File: config.mk
export PLATFORM = sky130hd
export DESIGN_NAME = fifo_rd_stream
export DESIGN_NICKNAME = d
export VERILOG_FILES = /design/src/rtl/fifo_rd_stream.sv
export SDC_FILE = /design/constraint.sdc
export NUM_CORES = 1
export LEC_CHECK = 0
export CORE_UTILIZATION = 46
export CTS_BUF_LIST = sky130_fd_sc_hd__clkbuf_8
export DETAILED_ROUTE_END_ITERATION = 8
export PLACE_DENSITY = 0.85
export SYNTH_ARGS = -nofsm -noshare
export SYNTH_HDL_FRONTEND = slang
export SYNTH_SLANG_ARGS = --single-unit
export TNS_END_PERCENT = 1
File: constraint.sdc
create_clock -name rclk -period 1.4 [get_ports rclk]
set_input_delay 0.21 -clock rclk [delete_from_list [all_inputs] [get_ports rclk]]
set_output_delay 0.21 -clock rclk [all_outputs]
set_load 0.02 [all_outputs]
File: src/rtl/fifo_rd_stream.sv
// Purpose : read-side drain of the async FIFO; pops show-ahead words into a 2-entry skid buffer and frames them into PKT_LEN-beat packets.
// Latency : a popped word is on m_data the cycle after its rinc pulse; 1 beat/clk sustained while m_ready=1 and the FIFO is not empty.
// Backpres: m_ready=0 fills the skid entry, then rinc stops; rinc depends only on registered occupancy, never on m_ready.
//
// Ports:
//   rclk, rrst_n      read clock, synchronous active-low reset
//   rd_en             drain enable (0 stops popping; buffered words still drain)
//   rempty, rdata     FIFO read port (show-ahead data valid while rempty=0)
//   rinc              pop strobe to the FIFO
//   m_valid/m_data/m_last/m_ready   output stream, m_last on beat PKT_LEN-1
//   beat_total        accepted beats since reset, wraps
//   stall_cnt         cycles with m_valid & ~m_ready, saturating
//                     (present only when FIFO_RD_STATS_EN is defined)
module fifo_rd_stream #(
    parameter int DATA    = 8,
    parameter int PKT_LEN = 4,
    parameter int CNT_W   = 16
) (
    input  logic             rclk,
    input  logic             rrst_n,
    input  logic             rd_en,
    input  logic             rempty,
    input  logic [DATA-1:0]  rdata,
    output logic             rinc,
    output logic             m_valid,
    output logic [DATA-1:0]  m_data,
    output logic             m_last,
    input  logic             m_ready,
    output logic [CNT_W-1:0] beat_total
`ifdef FIFO_RD_STATS_EN
    ,
    output logic [CNT_W-1:0] stall_cnt
`endif
);

    localparam int IDX_W = (PKT_LEN > 1) ? $clog2(PKT_LEN) : 1;
    localparam logic [IDX_W-1:0] LAST_IDX = IDX_W'(PKT_LEN - 1);

    // Occupancy of the skid buffer: 0, 1 or 2 words held.
    typedef enum logic [1:0] {
        S0 = 2'd0,
        S1 = 2'd1,
        S2 = 2'd2
    } state_t;

    state_t            state_q, state_d;
    logic [DATA-1:0]   buf0_q, buf0_d;   // word currently presented
    logic [DATA-1:0]   buf1_q, buf1_d;   // skid word behind it
    logic [IDX_W-1:0]  beat_idx_q, beat_idx_d;
    logic [CNT_W-1:0]  beat_total_q, beat_total_d;

    logic pop;
    logic take;

    // The pop decision uses only registered occupancy plus FIFO/enable
    // inputs, so the FIFO never sees a path from downstream ready.
    // Reset gating keeps the FIFO untouched while rrst_n is low.
    assign pop     = rrst_n & rd_en & ~rempty & (state_q != S2);
    assign rinc    = pop;
    assign m_valid = (state_q != S0);
    assign take    = m_valid & m_ready;
    assign m_data  = buf0_q;
    assign m_last  = m_valid & (beat_idx_q == LAST_IDX);
    assign beat_total = beat_total_q;

    always_comb begin
        state_d      = state_q;
        buf0_d       = buf0_q;
        buf1_d       = buf1_q;
        beat_idx_d   = beat_idx_q;
        beat_total_d = beat_total_q;

        case (state_q)
            S0: begin
                if (pop) begin
                    state_d = S1;
                    buf0_d  = rdata;
                end
            end
            S1: begin
                if (pop && take) begin
                    buf0_d = rdata;
                end else if (pop) begin
                    // Downstream stalled: park the new word in the skid slot.
                    state_d = S2;
                    buf1_d  = rdata;
                end else if (take) begin
                    state_d = S0;
                end
            end
            S2: begin
                if (take) begin
                    state_d = S1;
                    buf0_d  = buf1_q;
                end
            end
            default: begin
                state_d = S0;
            end
        endcase

        if (take) begin
            beat_idx_d   = (beat_idx_q == LAST_IDX) ? '0 : beat_idx_q + 1'b1;
            beat_total_d = beat_total_q + 1'b1;
        end
    end

    always_ff @(posedge rclk) begin
        if (!rrst_n) begin
            state_q      <= S0;
            buf0_q       <= '0;
            buf1_q       <= '0;
            beat_idx_q   <= '0;
            beat_total_q <= '0;
        end else begin
            state_q      <= state_d;
            buf0_q       <= buf0_d;
            buf1_q       <= buf1_d;
            beat_idx_q   <= beat_idx_d;
            beat_total_q <= beat_total_d;
        end
    end

`ifdef FIFO_RD_STATS_EN
    logic [CNT_W-1:0] stall_cnt_q, stall_cnt_d;

    // Saturates at all-ones so a long stall never reads back as a short one.
    always_comb begin
        stall_cnt_d = stall_cnt_q;
        if (m_valid && !m_ready && !(&stall_cnt_q)) begin
            stall_cnt_d = stall_cnt_q + 1'b1;
        end
    end

    always_ff @(posedge rclk) begin
        if (!rrst_n) begin
            stall_cnt_q <= '0;
        end else begin
            stall_cnt_q <= stall_cnt_d;
        end
    end

    assign stall_cnt = stall_cnt_q;
`endif

endmodule

**Word level (Yosys, flattened, before mapping)**

Index checks and enable logic that the tools add are counted.
Widths: inputs -> output; s select.

- Word-level logic and storage cells: 41
- RAM bits: 0
- Memories: 0
- Memory bits (read-only): 0
- Latch bits: 0
- Input bits: 13
- Register bits: 36
- Output and inout bits: 27

- Order comparisons: 0
- $add $sub $neg: 2
- Bitwise operators: 7
- Shift operators: 0
- Divide/modulo/power cells: 0
- Reductions and logical operators: 7
- Multiply operators: 0
- Equality and inequality tests: 9
- Mux-type cells: 11

Operators by type and width:

| operator | count |
|---|---|
| $mux 8 | 3 |
| $pmux 8 s3 | 1 |
| $add 16x1->16 const B | 1 |
| $mux 2 | 6 |
| $ne 2x2->1 const B | 5 |
| $reduce_and 4->1 | 2 |
| $pmux 2 s3 | 1 |
| $and 1x1->1 | 5 |
| $eq 2x2->1 const B | 2 |
| $ne 3x3->1 const B | 1 |
| $reduce_and 3->1 | 1 |
| $reduce_bool 3->1 | 1 |
| $add 2x1->2 const B | 1 |
| $eq 2x1->1 const B | 1 |
| $logic_not 2->1 | 1 |
| $not 1->1 | 2 |
| $reduce_bool 2->1 | 1 |
| $logic_and 1x1->1 | 1 |

**Logic depth before layout (Yosys ltp)**

- Depth in word-level cells: 6
- Gate-level depth with buffers: 6
- Gate-level depth less buffers: 5

**Least setup slack after synthesis**

No wires, ideal clock.

- Path type: register to register
- From: reg beat_total_q[0] (netlist: beat_total[0])
- To: reg beat_total_q[10] (netlist: beat_total[10])
- Arrival time: 1447 ps
- Stages on the path, launching flop included: 6
- Setup time: 115 ps
- Path slack: -162 ps
- Buffers on the path: 0
- Cell sequence: dfxtp_1 > ha_1 > o2111ai_2 > nor4_1 > xor2_1 > and2_1

- Longest elaborated chain between the ends: 1

RTL lines:

| what | RTL line | RTL |
|---|---|---|
| start: declaration | 50 | `logic [CNT_W-1:0] beat_total_q, beat_total_d;` |
| start signal: assignment | 120 | `beat_total_q <= beat_total_d;` |
| $add 16x1->16 | 104 | `beat_total_d = beat_total_q + 1'b1;` |

No other way between the ends.
A chain may end at the register's enable or synchronous reset.

**Final worst setup path**

- From: reg state_q[0]
- To: out m_last

- Longest elaborated chain between the ends: 2

RTL lines:

| what | RTL line | RTL |
|---|---|---|
| start: declaration | 46 | `state_t state_q, state_d;` |
| start signal: assignment | 116 | `state_q <= state_d;` |
| $reduce_bool 2->1 | 60 | `assign m_valid = (state_q != S0);` |
| $and 1x1->1 | 63 | `assign m_last = m_valid & (beat_idx_q == LAST_IDX);` |
| end: declaration | 27 | `output logic m_last,` |

No other way between the ends.

==> results.toml <==
[timing]
period_needed_ns = 1.45
skew_ns = 0.00797
fmax_mhz = 689
final-setup-viol-count = 7
tightest_slew_ns = 0.507
worst_slack_ns = -0.0509
fin_setup_tns_ns = -0.120
hold_viol_final = 0
finalCritPeriodShare_pct = 104
relSlewSlack_pct = 66.0
rsz0062_at_grt = "yes"
report.final.slew_viol_count = 0

[run_status]
violations = "negative setup slack"
run_status = "finished with violations"

[hold_path]
hold_class = "flop to flop"
hold_path_end = "buf1_q[7]$_SDFFE_PN0P_"
min_from = "buf1_q[7]$_SDFFE_PN0P_"
hold_depth = 2

[pwr]
pwr-share-comb_pct = 14.0
clkPwrFrac_pct = 32.8
p_sw_share_pct = 24.7
switching_power_w = 0.000493
ir_drop_v = 0.000675
power_w = 0.00200
seq_power_share_pct = 53.2
p_int_w = 0.00150
total_leakage_power_nw = 1.10
power_density_nw_per_um2 = 818

[worst_setup_path]
required_ns = 1.19
critPathLaunchType = "flop"
rr_worst_depth = 5
r2r_end = "beat_total[15]$_SDFFE_PN0P_"
critPathArrivalTime_ns = 1.24
path_max_fanout = 4
setup.worst_path.end_class = "primary output"
r2r_slack_ns = -0.02
rr_startpoint = "state_q[1]$_SDFFE_PN0P_"
criticalPathCategory = "flop to primary output"

[yosys]
async_flop_share_pct = 0
synth_seq_cells = 36
ys_dominant_reg_cell = "dfxtp_1"
ys.warnings.count = 0
seq_area_frac_synth_pct = 41.4
synthCells = 186
syn-mean-instance-area_sq_um = 9.35
syn-cell-area_sq_um = 1740
synth_edf_count = 0
syn_nets = 201
synth_cell_types = 41

[route]
ant_nets = 0
wl_per_cell_um = 14.8
remaining_drc_errors = 0
via_per_inst = 5.41
routed_wl_mm = 4.31
vias = 1579
drtIter0Drc = 86
dr.pass1.iters = 4

[cts]
cts_max_level = 2
cts_tree = "yes"
cts_buffers = 5
clockBufferDepth = 2
clk_latency_ns = 0.28
root_buffer = "clkbuf_8"
cts.sinks = 36
clk_transition_reported_paths_ns = 0.07

[global_routing]
grt_pass1_vias = 1526
grt_usage_pct = 22.3
busiest_layer = "met2"
grt_max_degree = 33
antenna_found_initial = 0
met3_usage_pct = 4.53
met1_usage_pct = 28.9
grt-ovfl-total = 0
use_met2_pct = 35.9
grt_pass1_wl_mm = 6.97

[flow_run]
maxCapViolCount = 0

[floorplanning]
num_io_pins = 40
die_h_um = 63.5
die-area_sq_um = 4030
placeableCoreArea_sq_um = 3470
num_rows = 21
initial_utilization_pct = 50.1
fp.dieW_um = 63.5

[final_layout]
nets = 263
ff_latch_area_sq_um = 739
final_cells = 292
diodes = 0
drive_gt1_share_pct = 24.8
area_delta_synth_final_pct = 40.4
multi_input_area_sq_um = 993
fill_cells = 280

[place]
place_hpwl_mm = 3.00
place_inst = 284
place.gp.congestion = 0.814
io_buffer_count = 39
worst max path at each step:
stage,from,endpoint,slack [ns],depth (start not counted)
after floorplan,beat_total[0]$_SDFFE_PN0P_,beat_total[10]$_SDFFE_PN0P_,-0.05,5
after global placement,rempty,rinc,-0.63,4
after detailed placement,rempty,rinc,-0.62,4
after CTS,state_q[1]$_SDFFE_PN0P_,beat_total[10]$_SDFFE_PN0P_,-0.06,5
after global routing,state_q[1]$_SDFFE_PN0P_,beat_total[15]$_SDFFE_PN0P_,-0.09,5
final,state_q[0]$_SDFFE_PN0P_,m_last,-0.05,3
power by group through the flow:
stage	logic, W	clock network (W)	registers, W
after floorplan	0.000123	0	0.00111
after global placement	0.000270	0	0.00109
after detailed placement	0.000274	0	0.00109
after CTS	0.000270	0.000660	0.00106
after global routing	0.000301	0.000704	0.00106
final	0.000279	0.000655	0.00106
critical path, stage by stage (launching register included):
cell and delay [ns]:
dfxtp_4 0.36, or2_2 0.30, and2_1 0.15, buf_2 0.15
sequential cells by signal, indices dropped and copies added (netlist names):
| register | flops |
|---|---|
| beat_total | 16 |
| m_data | 8 |
| state_q | 2 |
| beat_idx_q | 2 |
| buf1_q | 8 |
synth_stat cells, types with 4 or more instances:
| master | instances | area [sq um] |
|---|---|---|
| dfxtp_1 | 36 | 721 |
| nand2_1 | 19 | 71.3 |
| and2_1 | 12 | 75.1 |
| nor2b_1 | 5 | 31.3 |
| o221ai_1 | 8 | 70.1 |
| nor3_1 | 4 | 20.0 |
| xnor2_1 | 6 | 52.6 |
| nand3_1 | 13 | 65.1 |
| a21oi_1 | 18 | 90.1 |
| mux2i_1 | 7 | 70.1 |
| a21boi_0 | 5 | 37.5 |
| a21boi_1 | 4 | 30.0 |
| inv_1 | 4 | 15.0 |
| clkbuf_1 | 4 | 15.0 |
| xor2_1 | 4 | 35.0 |
logic make-up (layout without fill, tap and decap cells):
family,after synthesis,in the layout,share of synthesized area (%)
buf+inv,15,75,5.75
flops,36,36,41.4
mux,7,7,4.03
xor+xnor,10,10,5.04
simple gates,72,72,24.2
fa+ha+maj,2,2,1.44
compound gates,44,44,18.1
through the flow:
step	util, %	hold slack [ns]	instance area, sq um	worst slack [ns]
2_1_floorplan	-	0.356	1750	-0.0467
3_3_place_gp	66.2	0.443	2300	-0.628
3_5_place_dp	66.2	0.447	2300	-0.622
4_1_cts	68.6	0.456	2380	-0.0591
5_1_grt	70.4	0.472	2440	-0.0913
6_report	70.4	0.456	2440	-0.0509
routing by layer:
| layer | vias up | wire [um] |
|---|---|---|
| met5 | - | 0 |
| met4 | 0 | 82 |
| li1 | 782 | - |
| met3 | 8 | 166 |
| met2 | 45 | 2110 |
| met1 | 744 | 1950 |
area by class of cell:
cell class	count	share of cell area (%)
well taps	46	2.36
multi-input cells	135	40.7
flip-flops and latches	36	30.3
clock buffers	5	2.82
repair buffers	66	23.2
inverters	4	0.615
cells in the final DEF, fill, tap and decap left out, types with 2 or more instances in the layout:
cell type        count
mux2i_1              7
o21a_1               2
nor4_4               2
xor2_1               4
dfxtp_2              6
inv_1                4
xnor2_1              6
nand3_1             13
dfxtp_4              3
a21boi_1             8
nand2b_1             3
nor3b_2              2
o221ai_1             8
nor2_1               2
o21ai_1              2
nand2_1             17
nor3_1               4
buf_6                4
dfxtp_1             27
clkbuf_8             5
and2_1              12
nand2_2              2
clkdlybuf4s50_1      8
dlygate4sd2_1       27
nor2b_1              3
nor2b_2              2
a21oi_1             18
buf_4               25
repair_timing:
| action | in CTS | in global routing |
|---|---|---|
| gates resized for setup | 56 | 12 |
| hold buffers | 0 | 0 |
| endpoints found under the setup margin | 55 | 29 |
| pin swaps | 1 | 6 |
| buffers inserted | 2 | 1 |
Note: power is estimated with default switching activity, not from simulation.
